$ cat src/rtl/cmd_queue.sv
// cmd_queue: first-word-fall-through command FIFO between host/loader and issuer
// Ports: i_clk/i_rstn clock and async active-low reset; i_cmd/i_wr push side with o_full;
// i_rd pop side with o_cmd (head entry, zero when empty) and o_empty; i_flush discards all
// entries; o_count current occupancy.
// Build macro CMD_QUEUE_STATS_EN adds o_hwm (occupancy high-water mark), o_drop_cnt
// (saturating dropped pushes) and o_underrun_cnt (saturating pop-while-empty cycles).
package cmd_queue_pkg;
  typedef struct packed {
    logic [3:0]  opcode;
    logic [11:0] arg;
  } cmd_t;
endpackage

module cmd_queue #(
  parameter int DEPTH = 16,
  parameter int CMD_W = $bits(cmd_queue_pkg::cmd_t)
) (
  input  logic                     i_clk,
  input  logic                     i_rstn,
  input  logic [CMD_W-1:0]         i_cmd,
  input  logic                     i_wr,
  output logic                     o_full,
  input  logic                     i_rd,
  output logic [CMD_W-1:0]         o_cmd,
  output logic                     o_empty,
  input  logic                     i_flush,
  output logic [$clog2(DEPTH):0]   o_count
`ifdef CMD_QUEUE_STATS_EN
  ,
  output logic [$clog2(DEPTH):0]   o_hwm,
  output logic [15:0]              o_drop_cnt,
  output logic [15:0]              o_underrun_cnt
`endif
);
  localparam int aw = $clog2(DEPTH);
  localparam logic [aw:0] full_cnt = (aw+1)'(DEPTH);
  logic [CMD_W-1:0] mem [DEPTH];
  logic [aw-1:0] wr_ptr, rd_ptr;
  logic [aw:0] count, count_nxt;
  logic push, pop;
  assign o_full  = count == full_cnt;
  assign o_empty = count == '0;
  assign o_count = count;
  assign o_cmd   = o_empty ? '0 : mem[rd_ptr];
  assign push    = i_wr && !o_full;
  assign pop     = i_rd && !o_empty;
  always_comb begin
    count_nxt = push && !pop ? count + (aw+1)'(1) :
                pop && !push ? count - (aw+1)'(1) : count;
  end
  // Storage is deliberately not reset; occupancy alone decides what is valid.
  always_ff @(posedge i_clk) begin
    if (push && !i_flush) mem[wr_ptr] <= i_cmd;
  end
  always_ff @(posedge i_clk or negedge i_rstn) begin
    if (!i_rstn) begin
      wr_ptr <= '0;
      rd_ptr <= '0;
      count  <= '0;
    end else if (i_flush) begin
      wr_ptr <= '0;
      rd_ptr <= '0;
      count  <= '0;
    end else begin
      wr_ptr <= push ? wr_ptr + aw'(1) : wr_ptr;
      rd_ptr <= pop ? rd_ptr + aw'(1) : rd_ptr;
      count  <= count_nxt;
    end
  end
`ifdef CMD_QUEUE_STATS_EN
  // High-water mark tracks registered occupancy, so it lags o_count by one cycle.
  always_ff @(posedge i_clk or negedge i_rstn) begin
    if (!i_rstn) begin
      o_hwm          <= '0;
      o_drop_cnt     <= '0;
      o_underrun_cnt <= '0;
    end else begin
      o_hwm          <= count > o_hwm ? count : o_hwm;
      o_drop_cnt     <= i_wr && o_full && !i_flush && o_drop_cnt != '1 ? o_drop_cnt + 16'd1 : o_drop_cnt;
      o_underrun_cnt <= i_rd && o_empty && o_underrun_cnt != '1 ? o_underrun_cnt + 16'd1 : o_underrun_cnt;
    end
  end
`endif
endmodule

$ cat config.mk
export PLATFORM = sky130hd
export DESIGN_NAME = cmd_queue
export DESIGN_NICKNAME = d
export VERILOG_FILES = /design/src/rtl/cmd_queue.sv
export SDC_FILE = /design/constraint.sdc
export NUM_CORES = 1
export LEC_CHECK = 0
export ABC_AREA = 1
export BUFFER_PORTS_ARGS = -buffer_cell sky130_fd_sc_hd__buf_2
export CAP_MARGIN = 20
export CORE_MARGIN = 3
export CORE_UTILIZATION = 66
export DETAILED_ROUTE_END_ITERATION = 8
export GPL_ROUTABILITY_DRIVEN = 0
export PLACE_DENSITY = 0.84
export SLEW_MARGIN = 20
export SYNTH_ARGS = -nofsm -noshare
export SYNTH_HDL_FRONTEND = slang
export SYNTH_SLANG_ARGS = --single-unit
$ cat constraint.sdc
create_clock -name i_clk -period 3.1 [get_ports i_clk]
set_input_delay 0.31 -clock i_clk [delete_from_list [all_inputs] [get_ports i_clk]]
set_output_delay 0.31 -clock i_clk [all_outputs]
set_load 0.03 [all_outputs]
==> summary.txt <==
Global routing
  • Number of global-route vias before repair: about 7.5k
  • Largest net degree at the start of global routing: roughly 130
  • Grt total ovfl: 0
  • Global-route wire length before repair: 40170 um
  • Gr usage total: about 29%
  • Initial antenna violation count: 1

Min path
  • Hold Path Origin: i_flush
  • Worst Hold End: o_count[0]
  • Worst hold path class: input pin to flip-flop
  • Hold-critical path depth: 4

Power
  • Leakage: 0.004704 uW
  • Clk pwr share: between 20% and 30%
  • Psw: roughly 3400 uW
  • Sequential group share of total power: 41.6%
  • Switching share of total power: between 30% and 40%
  • Internal Power: about 6600 uW
  • Maximum vdd drop: 0.6520 mV
  • Pwr/cell area: between 700 and 800 mW/mm2
  • Gate power share: roughly 29%

Routing
  • Initial DRC count: between 800 and 900
  • DRC: 0
  • Via/cell ratio: roughly 6.2
  • Post-DR wirelength/cell: ~21 um
  • First drt pass iteration count: 6
  • Final WL: ~26000 um
  • DRT antenna net count: 0
  • Vias post-DR: just under 8k

STA
  • Period utilisation layout: 94.00%
  • Max-slew violations: 0
  • Worst Skew: around 0.020 ns
  • Final Critical Period: 2.914 ns
  • RSZ-0062 raised after global routing: false
  • Max Fclk: between 300 and 400 MHz
  • Slew @ Worst Pin: around 0.84 ns
  • Final hold violations: 0
  • Slew headroom: 43.66%
  • Hold_ws: between 0.1 and 0.15 ns
  • # setup viols final: 0
  • Sum Neg Setup Slack: 0 ns

Clock tree
  • Clk_lat worst skew: ~0.52 ns
  • CTS sink cnt: approximately 270
  • Longest Clk Path Bufs: 3
  • Clock transition at path regs: around 0.06 ns
  • Total clock buffers created by CTS: 26
  • Htree depth: 1
  • CTS tree: built
  • CTS Root Buffer Type: clkbuf_16

Die
  • Core area: 0.01617 mm2
  • Full die area: 0.01847 mm2
  • # IOs: 44
  • Row Count: 46
  • Starting Density: 68.87%
  • Die height: 135.9 um
  • Die Span X: approximately 140 um

Layout
  • Fill cells: just over 900
  • Syn-to-layout area delta: 12.33%
  • Multi-input gate area: approximately 0.0028 mm2
  • Layout cells sized above 1: between 10% and 20%
  • Layout Nets: between 1k and 1.5k
  • Post-route cell area: 0.01251 mm2
  • Non-filler cells, final: 1251
  • Sequential cell area: between 0.008 and 0.009 mm2
  • Final core occ: a little under 80%

Logic synthesis
  • Post-synthesis sequential area ratio: a little under three quarters
  • Synth cell types: 21
  • Synth Cell Area: between 0.01 and 0.015 mm2
  • FFs w/ async S/R, synth: 4.833%
  • Avg Inst Size Synth: 11.48 um2
  • Share of the synthesized area in the top cell type: a little under 70%
  • Synth top area cells: edfxtp_1 69%, nand2_1 12%, nand3_1 9.3%, dfrtp_1 2.9%, buf_2 1.2%
  • Most numerous cell in the Yosys netlist: nand2_1
  • Commonest cells post-synth: 356 x nand2_1, 256 x edfxtp_1, 208 x nand3_1
  • EDFF count, synth: roughly 260
  • Register bit total from synthesis: between 200 and 300
  • Yosys warnings: 0
  • Net Count, Synth: about 1.0k
  • Synth area leader: edfxtp_1
  • Top_reg_cell synth: edfxtp_1
  • Syn Inst Count: between 900 and 1k

Critical path
  • CP Max Fanout: 30
  • WS Path Type: flip-flop to primary output
  • Worst stage delay on the critical path: around 0.5 ns
  • Top cell by count, worst path: nand2_1
  • RR Startpoint: o_count[0]
  • Setup slack, reg-to-reg: approximately 0.90 ns
  • Worst EP arrival: about 2.6 ns
  • Crit-path cells: inv_4 -> buf_4 -> nand2_1 -> nand3_1 -> nand3_1 -> nand2_1 -> nand2_1 -> a21oi_1 -> buf_2
  • R2r worst-path depth: 11
  • Slowest-stage cell, CP: dfrtp_4
  • CP Launch Type: flip-flop
  • Worst Setup End Kind: primary output
  • FF-to-FF End: o_count[3]
  • Req. time, crit path: roughly 2.8 ns

Run
  • Max Cap Violations: 0

Place
  • DP Cell Count: 1204
  • Placed Area: between 0.01 and 0.015 mm2
  • DP HPWL: 14470 um
  • I/O Buffers: 43

Status
  • Status: finished, final reports clean
==> power groups by stage <==
stage          Clock, uW  Combinational, uW  Sequential (uW)
3_5_place_dp           0               2830             4220
6_report            2970               2870             4150
5_1_grt             3140               3140             4160
2_1_floorplan          0               2000             4240
4_1_cts             2990               2860             4150
3_3_place_gp           0               2750             4220
==> worst max-delay path by stage <==
stage                       endpoint        from  depth (start not counted)
after CTS                   o_cmd[6]   rd_ptr[0]                          9
after global placement      o_cmd[6]   rd_ptr[0]                          9
final                       o_cmd[6]   rd_ptr[0]                          9
after floorplan           mem[11][0]  o_count[0]                          6
after global routing        o_cmd[6]   rd_ptr[0]                          9
after detailed placement    o_cmd[6]   rd_ptr[0]                          9
==> registers in the layout, indices dropped and copies added, names as in the netlist <==
name / cells
rd_ptr: 4
mem: 256
o_count: 5
wr_ptr: 4
==> area by class of cell <==
type,count,area share (%)
Tap cell,216,2.160
Multi-Input combinational cell,631,22.54
Clock inverter,4,0.1500
Sequential cell,269,64.08
Antenna cell,1,0.02000
Clock buffer,41,6.310
Timing Repair Buffer,73,4.240
Inverter,16,0.5000
==> worst max-delay path: cells and delay by family, from the launching register on <==
kind | cells | cell delay (ns)
compound gates | 1 | 0.31
buf+inv | 3 | 0.89
simple gates | 5 | 0.38
flops | 1 | 0.50
==> logic make-up (layout without fill, tap and decap cells) <==
kind of cell	count (synthesis)	count (layout)	synth area share (%)
adders and majority gates	10	10	1.191
buffers and inverters	70	134	3.100
xor gates and xnor gates	2	2	0.1573
and+or+nand+nor	591	591	22.35
DFF	269	269	71.94
AOI/OAI and AO/OA	28	28	1.258
other	0	1	0
==> placed cells by master, fill, tap and decap left out, types with 2 or more instances in the layout <==
master	count
nand2_1	356
edfxtp_1	256
nand3_1	208
buf_2	43
clkbuf_16	28
buf_4	22
a21oi_1	21
nor2_2	16
dfrtp_1	11
inv_1	9
ha_1	9
clkbuf_1	9
o21ai_0	7
buf_12	7
nor2_1	6
inv_2	4
clkbuf_8	4
clkinv_1	3
clkinv_2	3
nand2_2	2
xor2_1	2
==> stage by stage <==
step	power [uW]	setup slack, ns
2_1_floorplan	6242	0.9131
3_3_place_gp	6970	0.7410
3_5_place_dp	7054	0.7158
4_1_cts	9999	0.1084
5_1_grt	10430	0.04074
6_report	9987	0.1859
==> layer usage <==
metal,up-vias,global-route usage (%),share of wire [%]
met1,3674,39.77,37
li1,3467,-,-
met5,-,0,0
met3,96,4.626,10
met4,0,13.16,4.2
met2,470,45.80,48
==> timing repair <==
item	CTS	global route
setup endpoints to repair	0	2
buffers inserted	0	0
hold endpoints to repair	13	0
hold buffers	1	0
resized for setup	0	1
No activity file was read; power rests on OpenSTA's default activity.
